==> src/rtl/pwm_decoder_if.sv <==
// Bundle of the PWM input and the measurement results of pwm_decoder.
// The master side supplies the PWM waveform and observes the results;
// the slave side (the decoder) samples the waveform and reports.
interface pwm_decoder_if #(
    parameter int WIDTH = 8
);
    logic             pwm_in;
    logic             measure_valid;
    logic [WIDTH-1:0] period;
    logic [WIDTH-1:0] duty;
    logic             stuck;
    logic             level;

    modport master (
        output pwm_in,
        input  measure_valid, period, duty, stuck, level
    );

    modport slave (
        input  pwm_in,
        output measure_valid, period, duty, stuck, level
    );
endinterface

==> src/rtl/pwm_decoder.sv <==
// PWM receiver: synchronizes an asynchronous PWM input, measures each
// rising-edge-to-rising-edge period and its high time in clk cycles, and
// reports both with a one-cycle strobe. A missing rising edge for TIMEOUT
// cycles flags a constant-level (0% / 100% duty) input via stuck.
module pwm_decoder #(
    parameter int WIDTH       = 8,
    parameter int SYNC_STAGES = 2,
    parameter int TIMEOUT     = 2**WIDTH - 1
) (
    input  logic          clk,
    input  logic          reset,
    pwm_decoder_if.slave  pwm_bus
);

    localparam logic [WIDTH-1:0] LP_TIMEOUT = WIDTH'(TIMEOUT);

    typedef enum logic [1:0] {
        S_IDLE,
        S_MEASURE,
        S_STUCK
    } state_t;

    state_t                 r_state;
    state_t                 w_state_nxt;

    logic [SYNC_STAGES-1:0] r_sync;
    logic                   r_pwm_q;
    logic                   w_pwm_s;
    logic                   w_rise;
    logic                   w_timeout;
    logic                   w_report;

    logic [WIDTH-1:0]       r_p_cnt;
    logic [WIDTH-1:0]       r_h_cnt;

    logic                   r_vld_p1;
    logic [WIDTH-1:0]       r_period_p1;
    logic [WIDTH-1:0]       r_duty_p1;

    // Counters stop at TIMEOUT so a long constant level can never wrap
    // around and masquerade as a short period.
    function automatic logic [WIDTH-1:0] sat_inc(input logic [WIDTH-1:0] v,
                                                 input logic             inc);
        if (inc && (v < LP_TIMEOUT))
            return v + WIDTH'(1);
        return v;
    endfunction

    assign w_pwm_s   = r_sync[SYNC_STAGES-1];
    assign w_rise    = w_pwm_s & ~r_pwm_q;
    assign w_timeout = (r_p_cnt == LP_TIMEOUT);

    // Input synchronizer and one-cycle delay for rising-edge detection.
    always_ff @(posedge clk) begin
        if (reset) begin
            r_sync  <= '0;
            r_pwm_q <= 1'b0;
        end else begin
            r_sync  <= {r_sync[SYNC_STAGES-2:0], pwm_bus.pwm_in};
            r_pwm_q <= w_pwm_s;
        end
    end

    // Window counters: a rise counts as the first cycle (and first high
    // sample) of a new window; every later cycle adds one period cycle and
    // one high cycle when the synchronized input is high.
    always_ff @(posedge clk) begin
        if (reset) begin
            r_p_cnt <= '0;
            r_h_cnt <= '0;
        end else if (w_rise) begin
            r_p_cnt <= WIDTH'(1);
            r_h_cnt <= WIDTH'(1);
        end else begin
            r_p_cnt <= sat_inc(r_p_cnt, 1'b1);
            r_h_cnt <= sat_inc(r_h_cnt, w_pwm_s);
        end
    end

    // State register.
    always_ff @(posedge clk) begin
        if (reset)
            r_state <= S_IDLE;
        else
            r_state <= w_state_nxt;
    end

    // Next-state logic; a rise always beats a simultaneous timeout, and only
    // a rise that closes a complete window in MEASURE produces a report.
    always_comb begin
        w_state_nxt = r_state;
        w_report    = 1'b0;
        case (r_state)
            S_IDLE: begin
                if (w_rise)
                    w_state_nxt = S_MEASURE;
                else if (w_timeout)
                    w_state_nxt = S_STUCK;
            end
            S_MEASURE: begin
                if (w_rise)
                    w_report = 1'b1;
                else if (w_timeout)
                    w_state_nxt = S_STUCK;
            end
            S_STUCK: begin
                if (w_rise)
                    w_state_nxt = S_MEASURE;
            end
            default: w_state_nxt = S_IDLE;
        endcase
    end

    // ---- report stage: results registered one cycle after the closing rise
    // Result registers hold their value until the next completed window.
    always_ff @(posedge clk) begin
        if (reset) begin
            r_vld_p1    <= 1'b0;
            r_period_p1 <= '0;
            r_duty_p1   <= '0;
        end else begin
            r_vld_p1 <= w_report;
            if (w_report) begin
                r_period_p1 <= r_p_cnt;
                r_duty_p1   <= r_h_cnt;
            end
        end
    end

    assign pwm_bus.measure_valid = r_vld_p1;
    assign pwm_bus.period        = r_period_p1;
    assign pwm_bus.duty          = r_duty_p1;
    assign pwm_bus.stuck         = (r_state == S_STUCK);
    assign pwm_bus.level         = w_pwm_s;

endmodule

==> src/flat_wrapper.sv <==
// flat-port wrapper written by rule: the top's interface ports become plain ports
module pwm_decoder_flat 
#(
    parameter int WIDTH       = 8,
    parameter int SYNC_STAGES = 2,
    parameter int TIMEOUT     = 2**WIDTH - 1
)
  (clk, reset, pwm_bus_pwm_in, pwm_bus_measure_valid, pwm_bus_period, pwm_bus_duty, pwm_bus_stuck, pwm_bus_level);
  pwm_decoder_if #(.WIDTH(WIDTH)) pwm_bus_i ();
  input  logic clk;
  input  logic reset;
  input wire logic [$bits(pwm_bus_i.pwm_in)-1:0] pwm_bus_pwm_in;
  output wire logic [$bits(pwm_bus_i.measure_valid)-1:0] pwm_bus_measure_valid;
  output wire logic [$bits(pwm_bus_i.period)-1:0] pwm_bus_period;
  output wire logic [$bits(pwm_bus_i.duty)-1:0] pwm_bus_duty;
  output wire logic [$bits(pwm_bus_i.stuck)-1:0] pwm_bus_stuck;
  output wire logic [$bits(pwm_bus_i.level)-1:0] pwm_bus_level;
  assign pwm_bus_i.pwm_in = pwm_bus_pwm_in;
  assign pwm_bus_measure_valid = pwm_bus_i.measure_valid;
  assign pwm_bus_period = pwm_bus_i.period;
  assign pwm_bus_duty = pwm_bus_i.duty;
  assign pwm_bus_stuck = pwm_bus_i.stuck;
  assign pwm_bus_level = pwm_bus_i.level;
  pwm_decoder #(.WIDTH(WIDTH), .SYNC_STAGES(SYNC_STAGES), .TIMEOUT(TIMEOUT)) u_core (.clk(clk), .reset(reset), .pwm_bus(pwm_bus_i));
endmodule
==> config.mk <==
export PLATFORM = sky130hd
export DESIGN_NAME = pwm_decoder_flat
export DESIGN_NICKNAME = d
export VERILOG_FILES = /design/src/rtl/pwm_decoder_if.sv /design/src/rtl/pwm_decoder.sv /design/src/flat_wrapper.sv
export SDC_FILE = /design/constraint.sdc
export NUM_CORES = 1
export LEC_CHECK = 0
export CAP_MARGIN = 30
export CORE_ASPECT_RATIO = 0.9
export CORE_MARGIN = 5
export CORE_UTILIZATION = 59
export CTS_CLUSTER_SIZE = 14
export DETAILED_ROUTE_END_ITERATION = 6
export DONT_BUFFER_PORTS = 1
export PLACE_DENSITY = 0.81
export SYNTH_ARGS = -nofsm -noshare
export SYNTH_HDL_FRONTEND = slang
export SYNTH_SLANG_ARGS = --single-unit
==> constraint.sdc <==
create_clock -name clk -period 1.8 [get_ports clk]
set_input_delay 0.36 -clock clk [delete_from_list [all_inputs] [get_ports clk]]
set_output_delay 0.36 -clock clk [all_outputs]
set_load 0.02 [all_outputs]
==> flow_summary.json, run 1 <==
{
  "combinationalPowerShare_pct": 3.4,
  "die_x_um": 65.2,
  "cp_slowest_stage_delay_ns": 0.45,
  "yosysWarnings": 0,
  "synth-edff-count": 0,
  "diodes": 0,
  "power_frac_seq_pct": 63.2,
  "first_pass_iters": 4,
  "syn_area_mm2": 0.00162,
  "synth_seq_cells": 38,
  "antenna_left": 0,
  "startpoint": "u_core.r_state[1]",
  "tns_ns": 0,
  "numCtsBuffers": 5,
  "path_cells": "nor2b_1",
  "wl_per_cell_um": 14.5,
  "vias": 1330,
  "cp_top_family": "simple AND/OR/NAND/NOR gates",
  "cts.repair.resized": 0,
  "finalPower_w": 0.00138,
  "finalWirelength_um": 3170,
  "post-route-util_pct": 63.3,
  "cp-end-kind": "primary output",
  "slew_headroom_pct": 67.3,
  "crit_arrival_ns": 1.21,
  "cts-root-buf": "clkbuf_4",
  "gr-total-overflow": 0,
  "post-cts-setup-buffer-count": 0,
  "clock_skew_ns": 0.00580,
  "crit_fanout": 5,
  "area_delta_synth_final_pct": 4.71,
  "post-route-min-period_ns": 1.57,
  "ys_seq_area_share_pct": 47.0,
  "gp_congestion": 0.879,
  "synthFlopType": "dfxtp_1",
  "fin_hold_ws_ns": 0.0756,
  "row_count": 18,
  "synth_nets": 196,
  "hpwl_um": 2280,
  "initial_core_util_pct": 60.4,
  "grt_usage_pct": 18.5,
  "antenna_found_initial": 0,
  "slowest_stage": "nor2b_1",
  "critPathKind": "reg -> out",
  "numClockSinks": 38,
  "worstPathRequired_ns": 1.44,
  "clk_pin_slew_ns": 0.11,
  "core_mm2": 0.00268,
  "cts-htree-levels": 2,
  "drc_errors": 0,
  "rsz0062_at_grt": "false",
  "intPower_w": 0.00106,
  "die_h_um": 59.7,
  "post-route-period-util_pct": 87.0,
  "p_sw_share_pct": 23.1,
  "r2r_start": "u_core.r_p_cnt[0]",
  "slew_viol_final": 0,
  "worst_setup_path_start_kind": "flop",
  "finalHoldViolCount": 0,
  "cts_tree": "yes",
  "io_buffers": 0,
  "dieArea_mm2": 0.00389,
  "postCtsHoldBufs": 0,
  "syn_inst": 191,
  "insertion_delay_ns": 0.34,
  "grt_max_degree": 28,
  "dr.first_iter.drc_count": 114,
  "switchingPower_w": 0.000319,
  "nets": 193,
  "holdCritPathClass": "in -> reg",
  "num-fill-cells": 226,
  "hp-start": "reset",
  "p_leak_nw": 0.557,
  "drv_cap": 0,
  "pwr-share-clk_pct": 33.4,
  "setup_viol": 0,
  "drive_gt1_share_pct": 7.94,
  "cts_buffer_depth": 2,
  "viasPerCell": 6.07,
  "synthDistinctLibCells": 37,
  "irDropWorstVdd_mv": 0.421,
  "fmax_mhz": 638,
  "outcome": "finished clean",
  "cellPowerDensity_mw_per_mm2": 813,
  "pin_count": 22,
  "grt_pass1_wl_um": 5480,
  "grt_pass1_vias": 1278,
  "cp_num_buf_inv": 0,
  "synth_area_per_cell_um2": 8.48,
  "worst_pin_slew_ns": 0.489,
  "async_reset_ff_share_pct": 0
}
cells in the final DEF (no fill, tap or decap), drive strengths merged, types with 2 or more instances in the layout:
master | netlist | routed
o21ai | 2 | 2
mux2i | 4 | 4
a211oi | 4 | 4
inv | 2 | 2
nor4bb | 2 | 2
nor3 | 6 | 6
a31oi | 5 | 5
nand2 | 40 | 40
and4 | 3 | 3
nor2b | 5 | 5
a21oi | 23 | 23
nand4 | 5 | 5
buf | 6 | 4
clkbuf | 8 | 6
or3 | 3 | 3
ha | 2 | 2
dfxtp | 38 | 38
nand3 | 9 | 9
nor2 | 5 | 5
nor4 | 2 | 2
nand2b | 2 | 2
and3 | 3 | 3
registers in the layout, indices dropped and copies added, names as in the netlist:
register and flops:
u_core.r_h_cnt 8, u_core.r_pwm_q 1, u_core.pwm_bus.measure_valid 1, u_core.r_sync 2, u_core.r_state 2, u_core.r_p_cnt 8, u_core.pwm_bus.duty 8, u_core.pwm_bus.period 8
cells by family after synthesis:
family                   count (synthesis)  share of synthesized area, %
adder cells (fa/ha/maj)                  2                          1.55
AND/OR/NAND/NOR                         90                          29.3
flip-flops                              38                          47.0
buffers and inverters                   16                          4.25
multiplexers                             4                          2.47
AO/OA/AOI/OAI                           40                          14.9
XOR/XNOR                                 1                         0.541
per-layer routing:
metal  GRT usage (%)  wire length [um]  vias to the layer above
li1                -                 -                      684
met1            22.7              1420                      597
met5               0                 0                        -
met4            10.9                46                        0
met3            5.64               286                        4
met2            29.0              1420                       45
per-stage QoR:
step | area, um2 | setup WS [ns] | cells
2_1_floorplan | 1620 | 0.297 | 191
3_3_place_gp | 1630 | 0.332 | 211
3_5_place_dp | 1630 | 0.300 | 211
4_1_cts | 1700 | 0.201 | 219
5_1_grt | 1700 | 0.106 | 219
6_report | 1700 | 0.234 | 219
synthesized netlist by cell type (4+ instances only):
cell type   n  share of area, %
nor2b_1     5               1.9
a21oi_1    23               7.1
nor3_1      6               1.9
buf_2       6               1.9
dfxtp_1    38                47
nor2_1      5               1.2
nand3_1     8               2.5
nand4_1     5               1.9
mux2i_1     4               2.5
a211oi_1    4               1.9
clkbuf_1    7               1.6
a31oi_1     5               1.9
nand2_1    40               9.3
cell type report:
| class | instances | area, um2 | area share (%) |
|---|---|---|---|
| Timing Repair Buffer | 4 | 30.0 | 1.77 |
| Clock inverter | 2 | 12.5 | 0.738 |
| Inverter | 2 | 7.51 | 0.443 |
| Multi-Input combinational cell | 137 | 796 | 46.9 |
| Tap cell | 30 | 37.5 | 2.21 |
| Clock buffer | 6 | 51.3 | 3.03 |
| Sequential cell | 38 | 761 | 44.9 |
final timing paths:
| kind | to | slack (ns) | depth (start not counted) |
|---|---|---|---|
| setup reg to reg | u_core.r_p_cnt[7] | 0.27 | 4 |
| hold reg to reg | u_core.r_sync[1] | 0.45 | 1 |
| hold / removal | u_core.r_pwm_q | 0.08 | 1 |
| setup / recovery | pwm_bus_stuck | 0.23 | 1 |
power by group through the flow:
stage	registers [W]	logic (W)	clock network [W]
floorplan	0.000883	0.0000477	0
global placement	0.000888	0.0000458	0
detailed placement	0.000890	0.0000468	0
CTS	0.000870	0.0000472	0.000473
global route	0.000874	0.0000533	0.000502
finish	0.000871	0.0000469	0.000461
(Power assumes the default switching activity.)
==> inputs of run 2 (changes only) <==
--- a/config.mk
+++ b/config.mk
@@ -12,6 +12,7 @@
 export CTS_CLUSTER_SIZE = 14
 export DETAILED_ROUTE_END_ITERATION = 6
 export DONT_BUFFER_PORTS = 1
+export GPL_TIMING_DRIVEN = 0
 export PLACE_DENSITY = 0.81
 export SYNTH_ARGS = -nofsm -noshare
 export SYNTH_HDL_FRONTEND = slang
==> flow_summary.json, run 2 (same netlist as run 1, synthesis figures left out) <==
{
  "worst_pin_slew_ns": 0.479,
  "irDropWorstVdd_mv": 0.728,
  "holdCritPathClass": "in -> reg",
  "register_area_um2": 761,
  "hpwl_um": 2420,
  "drv_cap": 0,
  "nets": 202,
  "intPower_w": 0.00120,
  "dieArea_mm2": 0.00389,
  "multi_input_area_um2": 795,
  "cp_slowest_stage_delay_ns": 0.39,
  "regToRegSetupSlack_ns": 0.16,
  "tns_ns": 0,
  "dp_cells": 221,
  "gr-total-overflow": 0,
  "core_mm2": 0.00268,
  "io_buffers": 0,
  "p_leak_nw": 0.586,
  "path_cells": "ha_1 -> and3_1 -> clkbuf_1 -> a211oi_2 -> mux2i_1",
  "slew_viol_final": 0,
  "initial_core_util_pct": 60.4,
  "cts_tree": "yes",
  "insertion_delay_ns": 0.34,
  "clk_pin_slew_ns": 0.10,
  "drive_gt1_share_pct": 8.63,
  "combinationalPowerShare_pct": 4.0,
  "post-route-period-util_pct": 91.3,
  "worst_setup_path_start_kind": "flop",
  "cts-root-buf": "clkbuf_4",
  "area_delta_synth_final_pct": 7.42,
  "finalHoldViolCount": 0,
  "setup_viol": 0,
  "outcome": "finished clean",
  "drc_errors": 0,
  "power_frac_seq_pct": 57.3,
  "post-cts-setup-buffer-count": 0,
  "fin_hold_ws_ns": 0.142,
  "slew_headroom_pct": 68.0,
  "pin_count": 22,
  "antenna_left": 0,
  "rsz0062_at_grt": "false",
  "critPathKind": "reg -> reg",
  "numCtsBuffers": 5,
  "wl_per_cell_um": 14.7,
  "fmax_mhz": 608,
  "crit_fanout": 7,
  "die_h_um": 59.7,
  "die_x_um": 65.2,
  "worstPathRequired_ns": 2.06,
  "grt_usage_pct": 19.1,
  "diodes": 0,
  "final_cell_mix": "40 x nand2_1, 38 x dfxtp_1, 23 x a21oi_1, 8 x nand3_1",
  "p_sw_share_pct": 21.2,
  "pwr-share-clk_pct": 38.7,
  "clock_skew_ns": 0.00243,
  "grt_max_degree": 12,
  "switchingPower_w": 0.000321,
  "cts-htree-levels": 2,
  "fin_cells": 227,
  "row_count": 18,
  "num-fill-cells": 215,
  "cts_buffer_depth": 2,
  "gp_congestion": 0.831,
  "crit_arrival_ns": 1.90,
  "finalWirelength_um": 3330,
  "numClockSinks": 38,
  "slowest_stage": "dfxtp_1",
  "post-route-min-period_ns": 1.64,
  "vias": 1371,
  "cellPowerDensity_mw_per_mm2": 872,
  "cp-end-kind": "flop",
  "dr.first_iter.drc_count": 85,
  "antenna_found_initial": 0,
  "grt_pass1_vias": 1221,
  "mostFrequentLayoutCell": "nand2_1",
  "grt_pass1_wl_um": 5490,
  "viasPerCell": 6.04,
  "first_pass_iters": 4
}
[run 2: cell types whose count changed in the layout (fill, tap and decap cells not counted)]
cell	before	now
a211oi_1	4	3
a211oi_2	0	1
buf_2	0	6
buf_4	4	0
bufinv_16	0	1
clkbuf_1	0	6
clkbuf_2	0	1
clkinv_2	1	0
clkinvlp_4	1	0
nor4bb_1	1	2
nor4bb_2	1	0
[run 2: worst paths after layout]
check / start / cells past startpoint / endpoint
worst max-delay path: u_core.r_h_cnt[0] / 5 / u_core.r_h_cnt[5]
worst min register to register: u_core.r_sync[0] / 1 / u_core.r_sync[1]
worst min-delay path: pwm_bus_pwm_in / 1 / u_core.r_sync[0]
worst max register to register: u_core.r_h_cnt[0] / 5 / u_core.r_h_cnt[5]
[run 2: cell type report]
type | count | area share (%)
buffer | 13 | 3.31
clock buffer | 6 | 2.95
clock inverter | 1 | 1.73
inverter | 2 | 0.432
multi-input combinational | 137 | 45.7
sequential | 38 | 43.7
tap | 30 | 2.16
[run 2: worst max-delay path: cells and delay by family, from the launching register on]
kind | cells | cell delay, ns
compound gates | 1 | 0.30
fa+ha+maj | 1 | 0.26
buf+inv | 1 | 0.16
flops | 1 | 0.39
mux | 1 | 0.28
simple gates | 1 | 0.18
[run 2: per-layer routing]
metal / up-vias / GRT usage [%] / wire (um)
li1: 695 / - / -
met1: 619 / 23.1 / 1480
met2: 51 / 28.4 / 1440
met3: 6 / 7.89 / 329
met4: 0 / 11.2 / 82
met5: - / 0 / 0
[run 2: power by group through the flow]
stage / registers [W] / clock network, W / logic, W
after global routing: 0.000872 / 0.000645 / 0.0000695
after floorplan: 0.000883 / 0 / 0.0000477
after global placement: 0.000887 / 0 / 0.0000567
after CTS: 0.000869 / 0.000606 / 0.0000603
final: 0.000869 / 0.000588 / 0.0000602
after detailed placement: 0.000888 / 0 / 0.0000596
[run 2: stage by stage]
stage | power [W] | util, % | setup WS (ns) | cell area, um2
floorplan | 0.000931 | - | 0.297 | 1620
global placement | 0.000944 | 61.8 | 0.181 | 1660
detailed placement | 0.000948 | 61.8 | 0.115 | 1660
CTS | 0.00154 | 64.8 | 0.0772 | 1740
global route | 0.00159 | 64.9 | 0.00323 | 1740
finish | 0.00152 | 64.9 | 0.157 | 1740
[run 2: repair_timing]
action	4_1_cts	5_1_grt
hold buffers	0	0
gates resized for setup	0	1
setup endpoints to repair	0	5
endpoints found under the hold margin	0	0
